## src/rtl/gpio_apb_sequencer.sv

```systemverilog
// APB master that configures a CoreGPIO instance, then services its interrupts and output-word updates.
// Latency: each transfer takes 3 cycles with no wait states; bring-up completes 3*(IO_NUM+1) cycles after reset.
// Backpressure: PREADY low holds ACCESS with address/data stable; IDLE requests wait until the current transfer completes.
module gpio_apb_sequencer #(
    parameter int               IO_NUM    = 8,
    parameter int               APB_WIDTH = 32,
    parameter logic [7:0]       CFG_WORD  = 8'h0F,
    parameter logic [IO_NUM-1:0] OUT_INIT = '0
) (
    input  logic                 PCLK,
    input  logic                 PRESETN,
    output logic [7:0]           PADDR,
    output logic                 PSEL,
    output logic                 PENABLE,
    output logic                 PWRITE,
    output logic [APB_WIDTH-1:0] PWDATA,
    input  logic [APB_WIDTH-1:0] PRDATA,
    input  logic                 PREADY,
    input  logic                 PSLVERR,
    input  logic                 INT_OR,
    input  logic                 out_req,
    input  logic [IO_NUM-1:0]    out_data,
    output logic                 out_ack,
    output logic                 irq_valid,
    output logic [IO_NUM-1:0]    irq_vec,
    output logic                 init_done,
    output logic                 err
);

    localparam logic [2:0] ST_CFG     = 3'd0;
    localparam logic [2:0] ST_OUTI    = 3'd1;
    localparam logic [2:0] ST_IDLE    = 3'd2;
    localparam logic [2:0] ST_IRQ_RD  = 3'd3;
    localparam logic [2:0] ST_IRQ_CLR = 3'd4;
    localparam logic [2:0] ST_OUT_WR  = 3'd5;

    localparam logic [7:0] ADDR_INT = 8'h80;
    localparam logic [7:0] ADDR_OUT = 8'hA0;
    localparam logic [4:0] LAST_IDX = 5'(IO_NUM - 1);

    logic [2:0]        state;
    logic [4:0]        idx;
    logic [IO_NUM-1:0] out_lat;

    logic [7:0]  setup_addr;
    logic        setup_write;
    logic [31:0] setup_wdata;
    logic [31:0] prdata_ext;
    logic        unused_bits;

    // Zero-extend read data so IO_NUM may exceed the bus width without out-of-range slices
    always_comb begin
        prdata_ext = '0;
        prdata_ext[APB_WIDTH-1:0] = PRDATA;
    end

    assign unused_bits = ^{prdata_ext, setup_wdata};

    // Address, direction and data the current state presents in its SETUP cycle
    always_comb begin
        setup_addr  = '0;
        setup_write = 1'b0;
        setup_wdata = '0;
        case (state)
            ST_CFG: begin
                setup_addr       = {1'b0, idx, 2'b00};
                setup_write      = 1'b1;
                setup_wdata[7:0] = CFG_WORD;
            end
            ST_OUTI: begin
                setup_addr                = ADDR_OUT;
                setup_write               = 1'b1;
                setup_wdata[IO_NUM-1:0]   = OUT_INIT;
            end
            ST_IRQ_RD: begin
                setup_addr  = ADDR_INT;
                setup_write = 1'b0;
            end
            ST_IRQ_CLR: begin
                setup_addr              = ADDR_INT;
                setup_write             = 1'b1;
                setup_wdata[IO_NUM-1:0] = irq_vec;
            end
            ST_OUT_WR: begin
                setup_addr              = ADDR_OUT;
                setup_write             = 1'b1;
                setup_wdata[IO_NUM-1:0] = out_lat;
            end
            default: begin
                setup_addr  = '0;
                setup_write = 1'b0;
            end
        endcase
    end

    // Sequencer plus APB phase tracking: SETUP, ACCESS until PREADY, then one idle gap
    always_ff @(posedge PCLK or negedge PRESETN) begin
        if (!PRESETN) begin
            state     <= ST_CFG;
            idx       <= '0;
            out_lat   <= '0;
            PADDR     <= '0;
            PSEL      <= 1'b0;
            PENABLE   <= 1'b0;
            PWRITE    <= 1'b0;
            PWDATA    <= '0;
            out_ack   <= 1'b0;
            irq_valid <= 1'b0;
            irq_vec   <= '0;
            init_done <= 1'b0;
            err       <= 1'b0;
        end else begin
            out_ack   <= 1'b0;
            irq_valid <= 1'b0;
            if (state == ST_IDLE) begin
                // Interrupts win over output updates
                if (INT_OR) begin
                    state <= ST_IRQ_RD;
                end else if (out_req) begin
                    state   <= ST_OUT_WR;
                    out_lat <= out_data;
                end
            end else if (!PSEL) begin
                PSEL   <= 1'b1;
                PADDR  <= setup_addr;
                PWRITE <= setup_write;
                PWDATA <= setup_wdata[APB_WIDTH-1:0];
            end else if (!PENABLE) begin
                PENABLE <= 1'b1;
            end else if (PREADY) begin
                PSEL    <= 1'b0;
                PENABLE <= 1'b0;
                if (PSLVERR) begin
                    err <= 1'b1;
                end
                case (state)
                    ST_CFG: begin
                        if (idx == LAST_IDX) begin
                            state <= ST_OUTI;
                        end else begin
                            idx <= idx + 5'd1;
                        end
                    end
                    ST_OUTI: begin
                        state     <= ST_IDLE;
                        init_done <= 1'b1;
                    end
                    ST_IRQ_RD: begin
                        irq_vec <= prdata_ext[IO_NUM-1:0];
                        state   <= ST_IRQ_CLR;
                    end
                    ST_IRQ_CLR: begin
                        irq_valid <= 1'b1;
                        state     <= ST_IDLE;
                    end
                    ST_OUT_WR: begin
                        out_ack <= 1'b1;
                        state   <= ST_IDLE;
                    end
                    default: begin
                        state <= ST_IDLE;
                    end
                endcase
            end
        end
    end

endmodule

```

## config.mk

```make
export PLATFORM = sky130hd
export DESIGN_NAME = gpio_apb_sequencer
export DESIGN_NICKNAME = d
export VERILOG_FILES = /design/src/rtl/gpio_apb_sequencer.sv
export SDC_FILE = /design/constraint.sdc
export NUM_CORES = 1
export LEC_CHECK = 0
export CAP_MARGIN = 20
export CORE_MARGIN = 1
export CORE_UTILIZATION = 40
export CTS_BUF_LIST = sky130_fd_sc_hd__clkbuf_4
export DETAILED_ROUTE_END_ITERATION = 8
export PLACE_DENSITY = 0.81
export SYNTH_ARGS = -nofsm -noshare
export SYNTH_HDL_FRONTEND = slang
export SYNTH_SLANG_ARGS = --single-unit
```

## constraint.sdc

```tcl
create_clock -name PCLK -period 2.35 [get_ports PCLK]
set_input_delay 0.705 -clock PCLK [delete_from_list [all_inputs] [get_ports PCLK]]
set_output_delay 0.705 -clock PCLK [all_outputs]
set_load 0.01 [all_outputs]
```

==> impl_summary.md <==
Outcome
The flow ran to the end, and the final reports show no timing, DRC or antenna violations.

Logic synthesis
Ranked by total cell area, the synthesized netlist is headed by sky130_fd_sc_hd__dfrtp_1 (53%), sky130_fd_sc_hd__buf_4 (9.2%), sky130_fd_sc_hd__mux2_4 (5.6%). Yosys printed 0 warnings. After synthesis, flip-flops and latches occupy 52.9% of the total area. The count of distinct cell types in the synthesized netlist is 36. The area share of the leading cell type in the synthesized netlist is 52.9%. Summed over all instances, the cell type with the most area after synthesis is sky130_fd_sc_hd__dfrtp_1.

The mapped netlist covers 0.00213 mm². The most frequently used flop master after synthesis is sky130_fd_sc_hd__dfrtp_1. The share of synthesized registers carrying an async set or reset is 100%.

The number of storage elements in the synthesis netlist is 45. The number of enable flip-flop cells after synthesis is 0. The synthesized instance count is 175. Each instance of the synthesized netlist takes up on average 12.2 µm².

Worst setup path
The launching element type of the critical path is a flip-flop. Of all nets on the critical path, the largest fanout is 9. The critical path goes through clkdlybuf4s50_1. The category of cells accounting for the largest share of critical-path delay is buffers and inverters. The worst setup path is captured at an output pin. For the worst setup path, the data required time is roughly 1.6 ns. The worst register-to-register path begins at state[1]. The launch point of the worst path is PSEL. The type of the worst setup path is reg2out.

Data on the critical path arrives at its endpoint at 1.49 ns. The critical path's largest stage delay is 0.60 ns. Together, buffers and inverters on the worst path number 1. Among all stages on the critical path, the largest delay is contributed by sky130_fd_sc_hd__clkdlybuf4s50_1.

Power
Across the VDD grid, the largest voltage drop is 535 µV. The leakage power is 1.25 nW. Power spread over the standard cell area amounts to 1170 mW/mm².

CTS
The number of clock buffers added by TritonCTS is 5. TritonCTS built the clock tree. The number of sinks handled by clock tree synthesis is between 40 and 50. After clock tree synthesis, the repair step resized 0 gates.

The root buffer cell chosen for the clock tree is sky130_fd_sc_hd__clkbuf_4. The maximum clock path buffer count is 2. The count of buffers added by post-CTS timing repair for setup is 0. The count of hold buffers inserted by post-cts repair is 0. The later pin in the worst-skew pair is clocked with a latency of 0.37 ns. The total number of H-tree levels is 2. Clock-pin slew was measured on the worst setup and hold paths at between 0.1 and 0.15 ns.

Timing
The achievable clock frequency is 455 MHz. The transition time at the pin with the least slew margin is roughly 0.66 ns. The max-slew violation count is 0. The final hold violation count is 0. The share of the cycle needed by the critical path after routing is 93.5%. The worst slew margin relative to its limit is 56.2%. The final period demand of the worst path is approximately 2.2 ns. Setup repair after global routing left no endpoint under its margin. The final setup violation count is 0. The clock skew is around 0.013 ns. The worst setup slack after layout is between 0.15 and 0.2 ns.

On the final layout, the worst hold slack is 0.344 ns. The final-layout setup total negative slack is 0 ns.

Floorplan
Measured along the y axis, the die boundary spans 74.9 µm. The die area is about 0.0056 mm². The starting density of the core is 41.7%.

The die is 74.9 µm wide. During I/O placement, the number of pins put on the boundary was 101. The floorplan step defined a core boundary enclosing 0.00511 mm². In this run the core area contains 26 standard-cell rows.

Global route
Global routing consumed, over all layers together, 16.6% of the routing resources. The pin count of the biggest net entering global routing is 31. The number of antenna violations at the first check in global routing is 0. The wire length of the first global-routing pass is 6810 µm. The aggregate global routing overflow is 0. The number of global-route vias before repair came to 1421.

Routing
The number of iterations in the first detailed-routing pass is 4. The detailed-route wire length per cell is 13.6 µm. The number of DRC markers after the initial detailed-route iteration is 59. Detailed routing inserted a total of 1433 vias. The final wirelength is just over 4000 µm. The count of unresolved DRC violations after routing is 0. The via count normalized by instance count is roughly 4.7. Once detail routing completed, the nets flagged for antenna violations numbered 0.

Placement
Once placement completed, the tool counted placed cells totaling 297. The last weighted congestion value of the routability-driven placer is around 0.73. The minimum setup slack after placement is -0.0369 ns. The HPWL after detailed placement is ~3000 µm.

The count of buffers inserted at the top-level ports is 50.

Hold path
The path class of the tightest hold or removal check is in2async.

Job
The number of max-cap violations is 0.

Cells and area
Leaving out fill and tap cells, the most frequent cell in the layout is sky130_fd_sc_hd__clkdlybuf4s50_1. The count of cells in the finished layout, fillers not included, comes to a little over 300. The ratio of cells with drive above 1 in the final layout is 17.4%. The count of nets after finishing is approximately 280. The synthesis-to-layout area growth is 27.1%.

0 antenna diodes ended up in the layout. In the layout the commonest cells are sky130_fd_sc_hd__clkdlybuf4s50_1 (49), sky130_fd_sc_hd__dfrtp_1 (45), sky130_fd_sc_hd__conb_1 (26). Measured on the finished design, the core utilization comes to a little over half.
[flip-flops by register name (all words and copies together) (netlist names)]
signal	flops
out_ack	1
idx	5
PWRITE	1
PADDR	6
state	3
PENABLE	1
err	1
PSEL	1
irq_vec	8
irq_valid	1
PWDATA	8
out_lat	8
init_done	1
[cell usage after synthesis (all sizes together) (3+ instances only)]
cell type and n:
dfrtp 45, buf 29, mux2 17, a22o 10, nand2 7, nor2 6
clkbuf 5, a21o 4, a2bb2oi 4, mux2i 4, nor3 4, o2bb2ai 4
xnor2 4, a21oi 3, and3 3, inv 3, nand2b 3, nand3 3
nand4 3
[report_power, final]
part           leakage (nW)  switching, mW  internal, mW
Clock                0.0352          0.259         0.119
Sequential            0.559          0.294          1.08
Combinational         0.655          0.568         0.837
[metal layers]
metal / GRT usage [%] / part of all wire [%] / vias to the layer above
met5: 0 / 0 / -
met4: 7.13 / 1.9 / 0
met3: 4.69 / 4.9 / 8
met2: 25.2 / 47 / 43
met1: 22.4 / 46 / 698
li1: - / - / 684
[final cells by class]
class / count / area [µm²]
Clock buffer: 5 / 37.5
Fill cell: 446 / 2400
Inverter: 3 / 11.3
Sequential cell: 45 / 1130
Timing Repair Buffer: 61 / 578
Clock inverter: 3 / 22.5
Multi-Input combinational cell: 118 / 842
Tap cell: 70 / 87.6
[logic make-up after synthesis]
kind of cell / count (synthesis) / share of synthesized area, %
compound gates: 32 / 11.7
mux: 21 / 12.3
xor+xnor: 4 / 1.65
fa+ha+maj: 1 / 0.588
simple gates: 34 / 8.76
other cells: 1 / 0.176
buf+inv: 37 / 11.9
flops: 45 / 52.9
[path summary, 6_finish.rpt]
kind	to	slack, ns	cells past startpoint
setup / recovery	PSEL	0.15	1
hold / removal	out_lat[3]	0.34	1
setup reg to reg	PADDR[6]	0.50	3
hold reg to reg	err	0.49	1
max in group asynchronous	idx[0]	1.40	2
min in group PCLK	err	0.49	1
[metrics by stage]
step	total power [mW]	area, µm²
floorplan	2.21	2220
global placement	2.76	2650
detailed placement	2.80	2650
CTS	3.19	2710
global route	3.40	2710
finish	3.16	2710
No activity file was read; power rests on OpenSTA's default activity.
